File: config.mk
export PLATFORM = sky130hd
export DESIGN_NAME = mx_block_quantizer
export DESIGN_NICKNAME = d
export VERILOG_FILES = /design/src/rtl/mx_quant_pkg.sv /design/src/rtl/mx_lod.sv /design/src/rtl/mx_block_quantizer.sv
export SDC_FILE = /design/constraint.sdc
export NUM_CORES = 1
export LEC_CHECK = 0
export ABC_AREA = 1
export ABC_CLOCK_PERIOD_IN_PS = 4100
export CAP_MARGIN = 20
export CORE_MARGIN = 2
export CORE_UTILIZATION = 55
export CTS_BUF_LIST = sky130_fd_sc_hd__clkbuf_8
export DETAILED_ROUTE_END_ITERATION = 8
export PLACE_DENSITY = 0.86
export RECOVER_POWER = 100
export SETUP_SLACK_MARGIN = 0.15
export SYNTH_ARGS = -nofsm -noshare
export SYNTH_HDL_FRONTEND = slang
export SYNTH_SLANG_ARGS = --single-unit
export TNS_END_PERCENT = 10
File: constraint.sdc
create_clock -name i_clk -period 4.1 [get_ports i_clk]
set_input_delay 0.41 -clock i_clk [delete_from_list [all_inputs] [get_ports i_clk]]
set_output_delay 0.41 -clock i_clk [all_outputs]
set_load 0.005 [all_outputs]
File: src/rtl/mx_quant_pkg.sv
// mx_quant_pkg: shared definitions for the MX block quantizer.
//   state_t  - quantizer FSM states
//   shift_w  - bit width able to hold a shift amount in 0..in_width
package mx_quant_pkg;

  typedef enum logic [1:0] {
    S_COLLECT = 2'd0,
    S_NORM    = 2'd1,
    S_OUT     = 2'd2
  } state_t;

  function automatic int shift_w(input int in_width);
    return $clog2(in_width) + 1;
  endfunction

endpackage

File: src/rtl/mx_lod.sv
// mx_lod: combinational leading-one detector.
// Ports:
//   i_vec  - input vector
//   o_idx  - index of the most significant set bit (0 when i_vec is zero)
//   o_zero - 1 when i_vec has no set bit
module mx_lod #(
  parameter int WIDTH = 32,
  parameter int IDX_W = $clog2(WIDTH)
) (
  input  logic [WIDTH-1:0] i_vec,
  output logic [IDX_W-1:0] o_idx,
  output logic             o_zero
);

  // Scan upward so the highest set bit wins.
  always_comb begin
    o_idx  = '0;
    o_zero = 1'b1;
    for (int unsigned i = 0; i < WIDTH; i++) begin
      if (i_vec[i]) begin
        o_idx  = IDX_W'(i);
        o_zero = 1'b0;
      end
    end
  end

endmodule

File: src/rtl/mx_block_quantizer.sv
// mx_block_quantizer: collects K signed accumulator elements, finds the
// shared exponent from the OR of their magnitudes and emits K signed
// MAN_WIDTH+1 bit mantissas plus a shared (saturating) scale.
// Ports:
//   i_clk, i_rst_n      - clock, synchronous active-low reset
//   i_data, i_scale     - input element and its scale (scale taken from element 0)
//   i_valid / o_ready   - input handshake (o_ready only in COLLECT)
//   o_mant, o_scale     - block result, o_mant[0] is the first accepted element
//   o_valid / i_ready   - output handshake (o_valid only in OUT)
// Optional build macro: MX_QUANT_ROUND_EN enables round-half-away-from-zero
// mantissa rounding; without it mantissas are truncated toward zero.
module mx_block_quantizer
  import mx_quant_pkg::*;
#(
  parameter int IN_WIDTH    = 32,
  parameter int K           = 2,
  parameter int MAN_WIDTH   = 8,
  parameter int SCALE_WIDTH = 8
) (
  input  logic                          i_clk,
  input  logic                          i_rst_n,
  input  logic [IN_WIDTH-1:0]           i_data,
  input  logic [SCALE_WIDTH-1:0]        i_scale,
  input  logic                          i_valid,
  output logic                          o_ready,
  output logic [K-1:0][MAN_WIDTH:0]     o_mant,
  output logic [SCALE_WIDTH-1:0]        o_scale,
  output logic                          o_valid,
  input  logic                          i_ready
);

  localparam int SHW  = shift_w(IN_WIDTH);
  localparam int IDXW = $clog2(IN_WIDTH);
  localparam int CNTW = $clog2(K);
  localparam int SUMW = ((SCALE_WIDTH > SHW) ? SCALE_WIDTH : SHW) + 1;

  state_t                       r_state;
  logic [CNTW-1:0]              r_cnt;
  logic [IN_WIDTH-1:0]          r_or;
  logic [IN_WIDTH-1:0]          r_mag [K];
  logic [K-1:0]                 r_neg;
  logic [SCALE_WIDTH-1:0]       r_scale_in;
  logic [K-1:0][MAN_WIDTH:0]    r_mant;
  logic [SCALE_WIDTH-1:0]       r_scale_out;
  logic                         r_valid;
  logic                         r_ready;

  logic [IN_WIDTH-1:0]          w_mag;
  logic [IDXW-1:0]              w_idx;
  logic                         w_zero;
  logic [SHW-1:0]               w_p1;
  logic [SHW-1:0]               w_shift;
  logic [SUMW-1:0]              w_ssum;
  logic [SCALE_WIDTH-1:0]       w_scale;
  logic [K-1:0][MAN_WIDTH:0]    w_mant;
  logic                         w_accept;

  assign o_ready  = r_ready;
  assign o_valid  = r_valid;
  assign o_mant   = r_mant;
  assign o_scale  = r_scale_out;
  assign w_accept = i_valid && r_ready;

  // Two's-complement negate in unsigned space: -2^(IN_WIDTH-1) maps to 2^(IN_WIDTH-1).
  assign w_mag = i_data[IN_WIDTH-1] ? (~i_data + IN_WIDTH'(1)) : i_data;

  mx_lod #(
    .WIDTH (IN_WIDTH),
    .IDX_W (IDXW)
  ) u_lod (
    .i_vec  (r_or),
    .o_idx  (w_idx),
    .o_zero (w_zero)
  );

  always_comb begin
    w_p1    = SHW'(w_idx) + SHW'(1);
    w_shift = '0;
    if (!w_zero && (int'(w_p1) > MAN_WIDTH)) begin
      w_shift = SHW'(int'(w_p1) - MAN_WIDTH);
    end
  end

  always_comb begin
    w_ssum = SUMW'(r_scale_in) + SUMW'(w_shift);
    if (w_ssum > SUMW'({SCALE_WIDTH{1'b1}})) begin
      w_scale = '1;
    end else begin
      w_scale = w_ssum[SCALE_WIDTH-1:0];
    end
  end

  always_comb begin
    logic [MAN_WIDTH-1:0] v_mag;
`ifdef MX_QUANT_ROUND_EN
    logic [IN_WIDTH:0]    v_ext;
`endif
    w_mant = '0;
    for (int unsigned i = 0; i < K; i++) begin
`ifdef MX_QUANT_ROUND_EN
      // Extra headroom bit: the rounding add can carry past the top magnitude bit.
      v_ext = {1'b0, r_mag[i]};
      if (w_shift != '0) begin
        v_ext = v_ext + ((IN_WIDTH+1)'(1) << (w_shift - SHW'(1)));
      end
      v_ext = v_ext >> w_shift;
      if (v_ext > (IN_WIDTH+1)'((1 << MAN_WIDTH) - 1)) begin
        v_mag = '1;
      end else begin
        v_mag = v_ext[MAN_WIDTH-1:0];
      end
`else
      v_mag = MAN_WIDTH'(r_mag[i] >> w_shift);
`endif
      w_mant[i] = r_neg[i] ? -{1'b0, v_mag} : {1'b0, v_mag};
    end
  end

  always_ff @(posedge i_clk) begin
    if (!i_rst_n) begin
      r_state     <= S_COLLECT;
      r_cnt       <= '0;
      r_or        <= '0;
      r_valid     <= 1'b0;
      r_ready     <= 1'b1;
      r_mant      <= '0;
      r_scale_out <= '0;
    end else begin
      case (r_state)
        S_COLLECT: begin
          if (w_accept) begin
            r_mag[r_cnt] <= w_mag;
            r_neg[r_cnt] <= i_data[IN_WIDTH-1];
            // Element 0 restarts the OR so no explicit clear is needed between blocks.
            if (r_cnt == '0) begin
              r_scale_in <= i_scale;
              r_or       <= w_mag;
            end else begin
              r_or <= r_or | w_mag;
            end
            if (r_cnt == CNTW'(K - 1)) begin
              r_cnt   <= '0;
              r_ready <= 1'b0;
              r_state <= S_NORM;
            end else begin
              r_cnt <= r_cnt + CNTW'(1);
            end
          end
        end
        S_NORM: begin
          r_mant      <= w_mant;
          r_scale_out <= w_scale;
          r_valid     <= 1'b1;
          r_state     <= S_OUT;
        end
        S_OUT: begin
          if (i_ready) begin
            r_valid <= 1'b0;
            r_ready <= 1'b1;
            r_state <= S_COLLECT;
          end
        end
        default: begin
          r_valid <= 1'b0;
          r_ready <= 1'b1;
          r_cnt   <= '0;
          r_state <= S_COLLECT;
        end
      endcase
    end
  end

endmodule

# Word-level counts from Yosys, hierarchy flattened
# Memories as Yosys holds them, arrays and structs flattened.
# Index checks and enable logic that the tools add are counted.
[totals]
regBits = 73
mem_bits_rw = 64
input_bits = 44
out_inout_bits = 28
elab_cells = 137
mem_count = 1
[mem_list]
columns = ["memory", "words", "width", "rd", "rd_ports_with_merged_regs", "write_ports", "line_no", "source"]
rows = [
  ["r_mag", 2, 32, 2, 0, 1, "mx_block_quantizer.sv:40", "logic [IN_WIDTH-1:0] r_mag [K];"],
]
[op_classes]
n_addsub = 7
order_cmp = 4
n_eq_ne = 5
shifts = 2
mux = 89
bitwise_logic = 6
reduce_logical = 13
[ops]
columns = ["op", "count"]
rows = [
  ["$mux 5", 16],
  ["$mux 32", 2],
  ["$shr 32x6->8", 2],
  ["$mux 1", 44],
  ["$add 32x1->32 const B", 1],
  ["$mux 4", 8],
  ["$not 32->32", 1],
  ["$or 32x32->32", 1],
  ["$mux 9", 2],
  ["$neg 8->9", 2],
  ["$mux 3", 4],
  ["$mux 2", 5],
  ["$add 8x6->9", 1],
  ["$gt 9x8->1 const B", 1],
  ["$mux 8", 1],
  ["$reduce_and 4->1", 2],
  ["$add 5x1->6 const B", 1],
  ["$gt 6x4->1 const B", 1],
  ["$mux 6", 1],
  ["$ne 2x2->1 const B", 3],
  ["$pmux 1 s3", 2],
  ["$pmux 2 s3", 1],
  ["$reduce_and 2->1", 3],
  ["$reduce_and 3->1", 2],
  ["14 further kinds", 19],
]

# Longest topological paths before layout
# Gate-level depths: netlist (run 1).
[depth]
word_depth = 38
ltp_mapped = 59
mapped_depth_nobuf = 58

# Modules after synthesis
# Synthesis (run 1) repeated with hierarchy kept, for this count alone.
[unflattened]
cells_unflattened = 1389
hier_area_um2 = 9427.8
[by_module_without_submodules]
columns = ["module", "instances", "cells_each", "area_per_inst_um2", "seq_area_each_um2"]
rows = [
  ["mx_block_quantizer", 1, 1281, 8996.1, 3483.3],
  ["mx_lod", 1, 108, 431.7, 0.0],
]

# Worst setup path after synthesis (run 1)
# No wires, ideal clock.
[synth_timing]
path_kind = "reg-to-reg"
from = "register r_or[2]"
to = "register r_scale_out[0], in the netlist o_scale[0]"
setup_time_ns = 0.059
arrival_time_ns = 4.460
required_ns = 4.041
slack_ns = -0.419
stages_incl_launch_ff = 55
n_path_buf = 1
synth_period_minus_slack_ns = 4.519
cell_sequence = "dfxtp_1 > inv_1 > nand2_1 > nand2_1 > nand2_1 > nand2_1 > nand2_1 > nand2_1 > nand2_1 > nand2_1 > nand2_1 > nand2_1 > nand2_1 > nand2_1 > nand2_1 > nand2_1 > nand2_1 > nand2_1 > [19 not listed] > nand2_2 > nand2_2 > buf_6 > inv_1 > ha_1 > inv_1 > fa_1 > o21ai_0 > a21oi_1 > o21ai_0 > inv_1 > nor2_1 > nand2_1 > inv_1 > nor2_1 > inv_1 > o221ai_1 > inv_1"
[synth_via]
elab_chain_cells = 37
elab_cells_between_ends = 69
classes_between = "add/sub (3); order compare (2); mux (62); reduce/logical (2)"
[synth_rtl]
columns = ["element", "line_no", "source"]
rows = [
  ["from (decl)", "mx_block_quantizer.sv:39", "logic [IN_WIDTH-1:0] r_or;"],
  ["from (signal assigned)", "mx_block_quantizer.sv:137", "r_or <= w_mag;"],
  ["from (signal assigned)", "mx_block_quantizer.sv:139", "r_or <= r_or | w_mag;"],
  ["$mux 2 (2 in series)", "mx_lod.sv:20", "if (i_vec[i]) begin"],
  ["$mux 3 (4 in series)", "mx_lod.sv:20", ""],
  ["$mux 4 (8 in series)", "mx_lod.sv:20", ""],
  ["$mux 5 (16 in series)", "mx_lod.sv:20", ""],
  ["$add 5x1->6", "mx_block_quantizer.sv:77", "w_p1 = SHW'(w_idx) + SHW'(1);"],
  ["$gt 6x4->1", "mx_block_quantizer.sv:79", "if (!w_zero && (int'(w_p1) > MAN_WIDTH)) begin"],
  ["$logic_and 1x1->1", "mx_block_quantizer.sv:79", ""],
  ["$mux 6 *", "mx_block_quantizer.sv:79", ""],
  ["$add 8x6->9 *", "mx_block_quantizer.sv:85", "w_ssum = SUMW'(r_scale_in) + SUMW'(w_shift);"],
  ["$gt 9x8->1", "mx_block_quantizer.sv:86", "if (w_ssum > SUMW'({SCALE_WIDTH{1'b1}})) begin"],
  ["$mux 8 *", "mx_block_quantizer.sv:86", ""],
  ["to (signal assigned)", "mx_block_quantizer.sv:152", "r_scale_out <= w_scale;"],
  ["to (decl)", "mx_block_quantizer.sv:44", "logic [SCALE_WIDTH-1:0] r_scale_out;"],
]
# Mark *: on every way between the ends. The rest lies on a longest branch, timed or not.
# A chain may end at the register's enable or synchronous reset.

# Worst setup path in the final report (run 1)
[layout_timing]
from = "register r_or[2]"
to = "register r_scale_out[7], in the netlist o_scale[7]"
# Same word-level chain as after synthesis.

==> impl_metrics.ini, run 1 <==
[global_routing]
use_met1_pct = 45.0
antenna_found_initial = 0
grt_max_degree = 63
grt_pass1_vias = 9981
grt_use_total_pct = 34.8
overflow = 0
grt_pass1_wl_um = 49900
busiest_layer = met2
use_met3_pct = 7.09
gr-usage-met2_pct = 56.2

[synth]
yosys-top-cells-area = edfxtp_1 (24%), nand2_1 (17%), nand3_1 (15%)
synthFlopType = edfxtp_1
syn_area_um2 = 9420
synth_nets = 1451
synth-seq-area-share_pct = 36.7
netlist.area_leader.share_pct = 23.6
synth-async-reset-ratio_pct = 0
syn_area_per_cell_um2 = 6.78
ys_ff_latch = 136
synth_edf_count = 74
synthCells = 1390
ys.warnings.count = 0
yosys.area.top_type = edfxtp_1
ys_types = 46

[worst_setup_path]
cpMostUsedCell = nand2_1
critPathMaxFanout = 5
cp-endpoint = o_scale[7]
cp-start-kind = flop
r2r_slack_ns = -0.78
worst_setup_path_end_kind = flop
cp-startpoint = r_or[2]
worst_r2r_endpoint = o_scale[7]
r2r-start = r_or[2]
cp_data_arrival_time_ns = 5.22
critical-path-max-stage-delay_ns = 0.35
reg2regPathDepth = 53
crit_required_ns = 4.44
cpMaxStageDelayCell = dfxtp_2
critical_path_class = flop to flop

[finish]
antenna_cells = 0
layout.cells.non_filler = 1806
layout.nets = 1634
area_growth_syn_to_layout_pct = 32.9
layout-drive-gt1-share_pct = 19.8

[detailed_routing]
drc = 20
drt_iter0_markers = 1536
wire_per_inst_um = 18.2
first_pass_iters = 9
wirelength_um = 32900
viasPerCell = 5.97
ant_nets = 0
routed-via-count = 10800

[timing]
hold_viol_final = 0
hold_ws_ns = 0.465
slew-limit-headroom_pct = -20.0
skew_ns = 0.0167
setup_viol = 26
setup_ws_ns = -0.779
drv_slew = 67
grt_setup_unrepaired = yes
tightest_slew_ns = 1.80
period_minus_slack_ns = 4.88
fmax_mhz = 205
period_share_pct = 119

[clock_tree]
ctsHoldBuffers = 0
cts_max_path_buffers = 2
cts_root_buf = clkbuf_8
ctsHtreeMaxLevel = 4
clock_sinks = 136
clock_latency_ns = 0.49
path_clk_slew_ns = 0.08
cts_buffers = 17
cts_tree = done

[floorplan]
die_width_um = 135
num_rows = 47
die_area_um2 = 18200
initial_utilization_pct = 56.6
io_pins = 72
die_h_um = 135
core_area_um2 = 16600

[worst_hold_path]
hp-class = flop to flop

[place]
place_ws_ns = -0.557
place_congestion = 0.974
place_inst = 1754
dp_hpwl_um = 20800
io_buffers = 71

[run]
max_cap_viol_count = 2

[status]
status = finished, violations left
violations = design-rule violations, max-capacitance violations, max-slew violations, negative setup slack
-- placed cells by master (no fill, tap or decap), types with 4 or more instances in the layout --
cell type / netlist / routed
nand2_1: 437 / 410
nand3_1: 277 / 247
inv_1: 136 / 133
buf_4: 9 / 128
edfxtp_1: 74 / 74
nor2_1: 75 / 69
a21oi_1: 68 / 61
dfxtp_1: 62 / 61
dlygate4sd3_1: 0 / 38
nand3_2: 10 / 36
clkdlybuf4s50_1: 0 / 33
nand2_2: 10 / 31
o21ai_0: 35 / 29
xor2_1: 20 / 19
xnor2_1: 20 / 19
clkbuf_8: 0 / 17
inv_2: 10 / 13
nor3_1: 13 / 13
buf_12: 0 / 13
ha_1: 16 / 11
o21ai_1: 7 / 8
a21oi_2: 0 / 7
buf_16: 0 / 7
nand3b_1: 6 / 6
clkinv_1: 2 / 6
nor2_2: 3 / 5
o21ai_2: 0 / 5
nor3b_1: 5 / 5
ha_4: 0 / 5
buf_6: 8 / 5
clkbuf_1: 22 / 5
nand3_4: 0 / 4
nor2_4: 0 / 4
nand4_1: 4 / 4
-- state kept, by name (all words and copies together) (netlist names) --
name        flops
r_mag          64
r_or           31
o_mant         18
o_scale         8
r_scale_in      8
r_neg           2
r_state         2
o_ready         1
o_valid         1
r_cnt           1
-- synthesized netlist by cell type (8+ instances only) --
cell type / number
nand3_1: 277
ha_1: 16
buf_4: 9
nand2_1: 437
o21ai_0: 35
nor3_1: 13
a21oi_1: 68
inv_1: 136
xnor2_1: 20
edfxtp_1: 74
nand3_2: 10
xor2_1: 20
inv_2: 10
clkbuf_1: 22
nor2_1: 75
buf_2: 28
nand2_2: 10
dfxtp_1: 62
buf_6: 8
-- per-layer routing --
layer | part of all wire [%] | wire (um)
met4 | 5.7 | 1880
met5 | 0.046 | 15
met1 | 37 | 12300
met2 | 46 | 15000
met3 | 11 | 3690
-- cell type report --
class | count | area (um^2)
Multi-Input combinational cell | 1033 | 5480
Fill cell | 1149 | 4120
Sequential cell | 136 | 3460
Timing Repair Buffer | 235 | 2320
Inverter | 150 | 588
Tap cell | 220 | 275
Clock buffer | 17 | 234
Clock inverter | 15 | 160
-- worst max-delay path: cells and delay by family (launching register included) --
family	cells	cell delay, ns
AND/OR/NAND/NOR	37	2.20
XOR/XNOR	1	0.19
AO/OA/AOI/OAI	6	0.75
flip-flops	1	0.35
adder cells (fa/ha/maj)	2	0.46
buffers and inverters	7	0.78
-- metrics by stage --
| stage | utilization [%] | TNS [ns] | instance area [um^2] |
|---|---|---|---|
| 5_1_grt | 75.3 | -24.33 | 12500 |
| 3_5_place_dp | 67.7 | -10.59 | 11300 |
| 4_1_cts | 73.1 | -10.12 | 12200 |
| 2_1_floorplan | - | -0.394 | 9470 |
| 6_report | 75.3 | -14.78 | 12500 |
| 3_3_place_gp | 67.6 | -5.01 | 11300 |
-- how the worst min path moves through the flow --
stage,depth (start not counted),startpoint,to,slack [ns]
after floorplan,2,r_or[30],r_or[30],0.45
after global placement,2,o_scale[6],o_scale[6],0.45
after detailed placement,2,o_scale[6],o_scale[6],0.45
after CTS,2,o_scale[6],o_scale[6],0.47
after global routing,2,o_scale[6],o_scale[6],0.49
final,2,o_scale[6],o_scale[6],0.47
-- timing repair --
item | in CTS | in global routing
resized for setup | 70 | 60
buffers inserted | 6 | 6
pin swaps | 18 | 25
cloned | 5 | 3
setup endpoints to repair | 26 | 26
-- cell families (layout without fill, tap and decap cells) --
| family | Yosys count | count (layout) | synth area share [%] |
|---|---|---|---|
| compound gates | 128 | 128 | 7.30 |
| xor+xnor | 40 | 40 | 3.72 |
| fa+ha+maj | 17 | 17 | 2.34 |
| buf+inv | 221 | 417 | 10.2 |
| flops | 136 | 136 | 36.7 |
| simple gates | 848 | 848 | 39.6 |
Power of run 1 is left out: the tool's default activity adds up to more than one toggle a clock period on the data nets, which glitch-free logic cannot reach.
==> inputs of run 2 (changes only) <==
--- a/config.mk
+++ b/config.mk
@@ -7,14 +7,16 @@
 export LEC_CHECK = 0
 export ABC_AREA = 1
 export ABC_CLOCK_PERIOD_IN_PS = 4100
-export CAP_MARGIN = 20
+export CAP_MARGIN = 5
 export CORE_MARGIN = 2
 export CORE_UTILIZATION = 55
 export CTS_BUF_LIST = sky130_fd_sc_hd__clkbuf_8
 export DETAILED_ROUTE_END_ITERATION = 8
 export PLACE_DENSITY = 0.86
 export RECOVER_POWER = 100
+export REMOVE_ABC_BUFFERS = 1
 export SETUP_SLACK_MARGIN = 0.15
+export SKIP_LAST_GASP = 1
 export SYNTH_ARGS = -nofsm -noshare
 export SYNTH_HDL_FRONTEND = slang
 export SYNTH_SLANG_ARGS = --single-unit
==> run 2 against run 1 <==
Effect of this change: highest routed layer is now met4; count of clock-buffer cells in the layout did not move; cell area fell by 3.6%; clock skew fell by 0.0018 ns; the run ends with max-capacitance violations, max-slew violations, negative setup slack left; utilization fell by 2.7 points; global-route usage fell by 2.5 points; flip-flop and latch count did not move.
==> impl_metrics.ini, run 2 (synthesis results as in run 1) <==
[detailed_routing]
ant_nets = 0
drt_iter0_markers = 1139
viasPerCell = 5.65
first_pass_iters = 6
drc = 0
wirelength_um = 28800
wire_per_inst_um = 16.0
routed-via-count = 10200

[global_routing]
use_met1_pct = 41.7
grt_pass1_wl_um = 46200
use_met3_pct = 5.71
grt_max_degree = 63
overflow = 0
gr-usage-met2_pct = 53.4
antenna_found_initial = 1
grt_pass1_vias = 9374
grt_use_total_pct = 32.3
busiest_layer = met2

[worst_setup_path]
cp_data_arrival_time_ns = 5.05
worst_setup_path_end_kind = flop
critical-path-max-stage-delay_ns = 0.34
reg2regPathDepth = 54
critical_path_class = flop to flop
critPathMaxFanout = 18
cpMaxStageDelayCell = dfxtp_2
cp.depth = 54
cpMostUsedCell = nand2_1
cp.buffers_inverters = 9
cpLargestDelayFamily = simple AND/OR/NAND/NOR gates
crit_required_ns = 4.46
cp-start-kind = flop

[timing]
fmax_mhz = 214
skew_ns = 0.0149
setup_viol = 26
setup_ws_ns = -0.583
drv_slew = 98
period_share_pct = 114
grt_setup_unrepaired = yes
tightest_slew_ns = 2.03
period_minus_slack_ns = 4.68
slew-limit-headroom_pct = -36.0
hold_viol_final = 0
hold_ws_ns = 0.470

[finish]
antenna_cells = 0
largest_reg_flops = 64
layout_commonest_cell = nand2_1
layout-drive-gt1-share_pct = 16.2
layout_common_cells = nand2_1 (428), nand3_1 (271), inv_1 (135)
fin_util_pct = 72.5
n_fill_cell = 1275
regMostFlops = r_mag
layout.cells.non_filler = 1801
area_growth_syn_to_layout_pct = 28.1
layout.nets = 1629

[clock_tree]
path_clk_slew_ns = 0.08
clock_sinks = 136
cts_max_path_buffers = 2
cts_root_buf = clkbuf_8
cts_tree = done
ctsHtreeMaxLevel = 4
clock_latency_ns = 0.47
cts_buffers = 17

[floorplan]
initial_utilization_pct = 56.6
die_area_um2 = 18200
io_pins = 72
num_rows = 47
core_area_um2 = 16600
die_width_um = 135
die_h_um = 135

[place]
place_inst = 1748
io_buffers = 71
dp_hpwl_um = 20300
place_ws_ns = -0.686
place_congestion = 0.968

[worst_hold_path]
hold_depth = 2
hp-class = flop to flop

[status]
status = finished, violations left
violations = max-capacitance violations, max-slew violations, negative setup slack

[run]
max_cap_viol_count = 3
## run 2: stage by stage
stage,TNS (ns),instance area [um^2]
final,-12.13,12100
after global routing,-22.57,12100
after CTS,-9.71,12100
after detailed placement,-13.11,11200
after global placement,-7.34,11200
after floorplan,-43.06,9030
## run 2: final timing paths
check | from | to | slack, ns
worst max-delay path | r_or[2] | o_mant[6] | -0.58
worst min-delay path | o_mant[10] | o_mant[10] | 0.47
worst max register to register | r_or[2] | o_mant[6] | -0.58
worst min register to register | o_mant[10] | o_mant[10] | 0.47
## run 2: worst min-delay path: cells and delay by family, from the launching register on
| kind | cells | cell delay [ns] |
|---|---|---|
| compound gates | 1 | 0.06 |
| flops | 1 | 0.31 |
| simple gates | 1 | 0.06 |
## run 2: layout make-up
| cell class | count | area, um^2 | share of cell area, % |
|---|---|---|---|
| timing repair buffer | 230 | 2220 | 18.4 |
| clock inverter | 15 | 114 | 0.943 |
| tap | 220 | 275 | 2.28 |
| clock buffer | 17 | 234 | 1.94 |
| inverter | 150 | 586 | 4.85 |
| sequential | 136 | 3470 | 28.7 |
| multi-input combinational | 1033 | 5170 | 42.9 |
## run 2: what timing repair did
action / 4_1_cts / 5_1_grt
endpoints found under the hold margin: 0 / 0
gates cloned: 6 / 0
gates resized for setup: 65 / 3
hold buffers: 0 / 0
pin swaps: 20 / 7
setup buffers: 15 / 0
setup endpoints to repair: 26 / 26
## run 2: metal layers
metal  wire [um]  part of all wire [%]
met1       11600                    40
met4         887                   3.1
met2       13700                    48
met5           0                     0
met3        2560                   8.9
Power of run 2 is left out for the same reason.
==> inputs of run 3 (changes only) <==
--- a/config.mk
+++ b/config.mk
@@ -6,16 +6,19 @@
 export NUM_CORES = 1
 export LEC_CHECK = 0
 export ABC_AREA = 1
-export ABC_CLOCK_PERIOD_IN_PS = 4100
+export ABC_CLOCK_PERIOD_IN_PS = 5620
 export CAP_MARGIN = 5
+export CELL_PAD_IN_SITES_DETAIL_PLACEMENT = 1
+export CELL_PAD_IN_SITES_GLOBAL_PLACEMENT = 1
 export CORE_MARGIN = 2
-export CORE_UTILIZATION = 55
+export CORE_UTILIZATION = 47
 export CTS_BUF_LIST = sky130_fd_sc_hd__clkbuf_8
 export DETAILED_ROUTE_END_ITERATION = 8
-export PLACE_DENSITY = 0.86
+export PLACE_DENSITY = 0.95
 export RECOVER_POWER = 100
 export REMOVE_ABC_BUFFERS = 1
 export SETUP_SLACK_MARGIN = 0.15
+export SKIP_CTS_REPAIR_TIMING = 1
 export SKIP_LAST_GASP = 1
 export SYNTH_ARGS = -nofsm -noshare
 export SYNTH_HDL_FRONTEND = slang
==> constraint.sdc (replaced) <==
create_clock -name i_clk -period 5.62 [get_ports i_clk]
set_input_delay 0.562 -clock i_clk [delete_from_list [all_inputs] [get_ports i_clk]]
set_output_delay 0.562 -clock i_clk [all_outputs]
set_load 0.005 [all_outputs]
==> run 3 against run 2 <==
Effect of this change: the flow finishes with violations (max-capacitance violations, max-slew violations); critical path depth did not move; die area rose by 16%; hold slack got worse by 0.0045 ns; first-iteration DRC count rose by 20%; wire length rose by 46%; highest routed layer unchanged; via count rose by 8.0%; flip-flop and latch count did not move; non-clock buffer count fell by 121; count of clock-buffer cells in the layout did not move; utilization fell by 16 points; setup slack improved by 0.62 ns; global-route usage rose by 0.92 points.
==> impl_metrics.ini, run 3 (synthesis results as in run 1) <==
[clock_tree]
path_clk_slew_ns = 0.10
cts_max_path_buffers = 2
ctsHtreeMaxLevel = 4
cts_root_buf = clkbuf_8
cts_buffers = 17
clock_latency_ns = 0.49
cts_tree = done
clock_sinks = 136

[detailed_routing]
drc = 0
wirelength_um = 42000
ant_nets = 0
viasPerCell = 6.37
wire_per_inst_um = 24.4
drt_iter0_markers = 1367
routed-via-count = 11000
first_pass_iters = 6

[finish]
regMostFlops = r_mag
stdcell_area_um2 = 11100
layout-drive-gt1-share_pct = 8.77
layout.nets = 1508
fin_util_pct = 56.8
n_fill_cell = 2570
largest_reg_flops = 64
layout_common_cells = nand2_1 (434), nand3_1 (272), inv_1 (134)
layout_commonest_cell = nand2_1
antenna_cells = 0
area_growth_syn_to_layout_pct = 18.0

[worst_setup_path]
r2r_slack_ns = 0.04
cp-start-kind = flop
cpMaxStageDelayCell = dfxtp_2
cp_data_arrival_time_ns = 5.96
critical-path-max-stage-delay_ns = 0.35
crit_required_ns = 6.00
cpMostUsedCell = nand2_1
critPathMaxFanout = 21
worst_setup_path_end_kind = flop
critical_path_class = flop to flop

[timing]
drv_slew = 93
period_minus_slack_ns = 5.58
period_share_pct = 99.4
slew-limit-headroom_pct = -47.7
tightest_slew_ns = 2.22
hold_viol_final = 0
skew_ns = 0.0262
setup_viol = 0
fmax_mhz = 179
grt_setup_unrepaired = yes

[global_routing]
grt_max_degree = 68
antenna_found_initial = 0
grt_use_total_pct = 33.2
grt_pass1_wl_um = 56500
grt_pass1_vias = 10500
overflow = 0

[floorplan]
die_h_um = 146
die_area_um2 = 21200
die_width_um = 146
core_area_um2 = 19600
num_rows = 51
initial_utilization_pct = 48.1
io_pins = 72

[status]
violations = max-capacitance violations, max-slew violations
status = finished, violations left

[place]
place_congestion = 0.969
dp_hpwl_um = 23800
dpl-instance-area_um2 = 10200
io_buffers = 71

[run]
max_cap_viol_count = 3

[worst_hold_path]
hp-class = flop to flop
run 3: cell count changes in the layout (fill, tap and decap cells not counted), sizes merged:
cell,previous run,this run
buf,152,29
clkbuf,22,26
bufinv,1,4
clkinvlp,5,2
bufbuf,2,0
clkdlybuf4s50,33,32
dlygate4sd3,38,39
run 3: per-layer routing:
metal / vias to the layer above / GRT usage, % / part of all wire [%]
met5: - / 0 / 0
met1: 5258 / 40.6 / 36
met3: 253 / 6.14 / 10
met2: 802 / 57.6 / 47
met4: 0 / 14.0 / 6.3
li1: 4677 / - / -
run 3: final timing paths:
path                end  depth (start not counted)        from
max          o_mant[15]                         54     r_or[2]
min          o_mant[10]                          2  o_mant[10]
max reg2reg  o_mant[15]                         54     r_or[2]
min reg2reg  o_mant[10]                          2  o_mant[10]
run 3: worst max-delay path, delay by kind of cell (launching register included):
kind	cells	cell delay (ns)
buffers and inverters	5	0.50
flip-flops	1	0.35
adder cells (fa/ha/maj)	2	0.40
AND/OR/NAND/NOR	46	3.96
XOR/XNOR	1	0.23
run 3: final cells by class:
type | instances | area (um^2) | area share, %
Inverter | 150 | 599 | 5.39
Tap cell | 265 | 332 | 2.98
Clock buffer | 17 | 234 | 2.10
Sequential cell | 136 | 3460 | 31.2
Timing Repair Buffer | 109 | 1140 | 10.2
Clock inverter | 15 | 200 | 1.80
Multi-Input combinational cell | 1033 | 5150 | 46.3
run 3: per-stage QoR:
step / std cells / hold WS, ns / setup TNS (ns) / worst slack [ns]
floorplan: 1319 / 0.445 / -4.07 / -0.325
global placement: 1674 / 0.455 / 0 / 0.620
detailed placement: 1674 / 0.459 / 0 / 0.000193
CTS: 1706 / 0.473 / -4.03 / -0.375
global route: 1725 / 0.490 / -3.70 / -0.339
finish: 1725 / 0.466 / 0 / 0.0356
Power of run 3 is left out for the same reason.
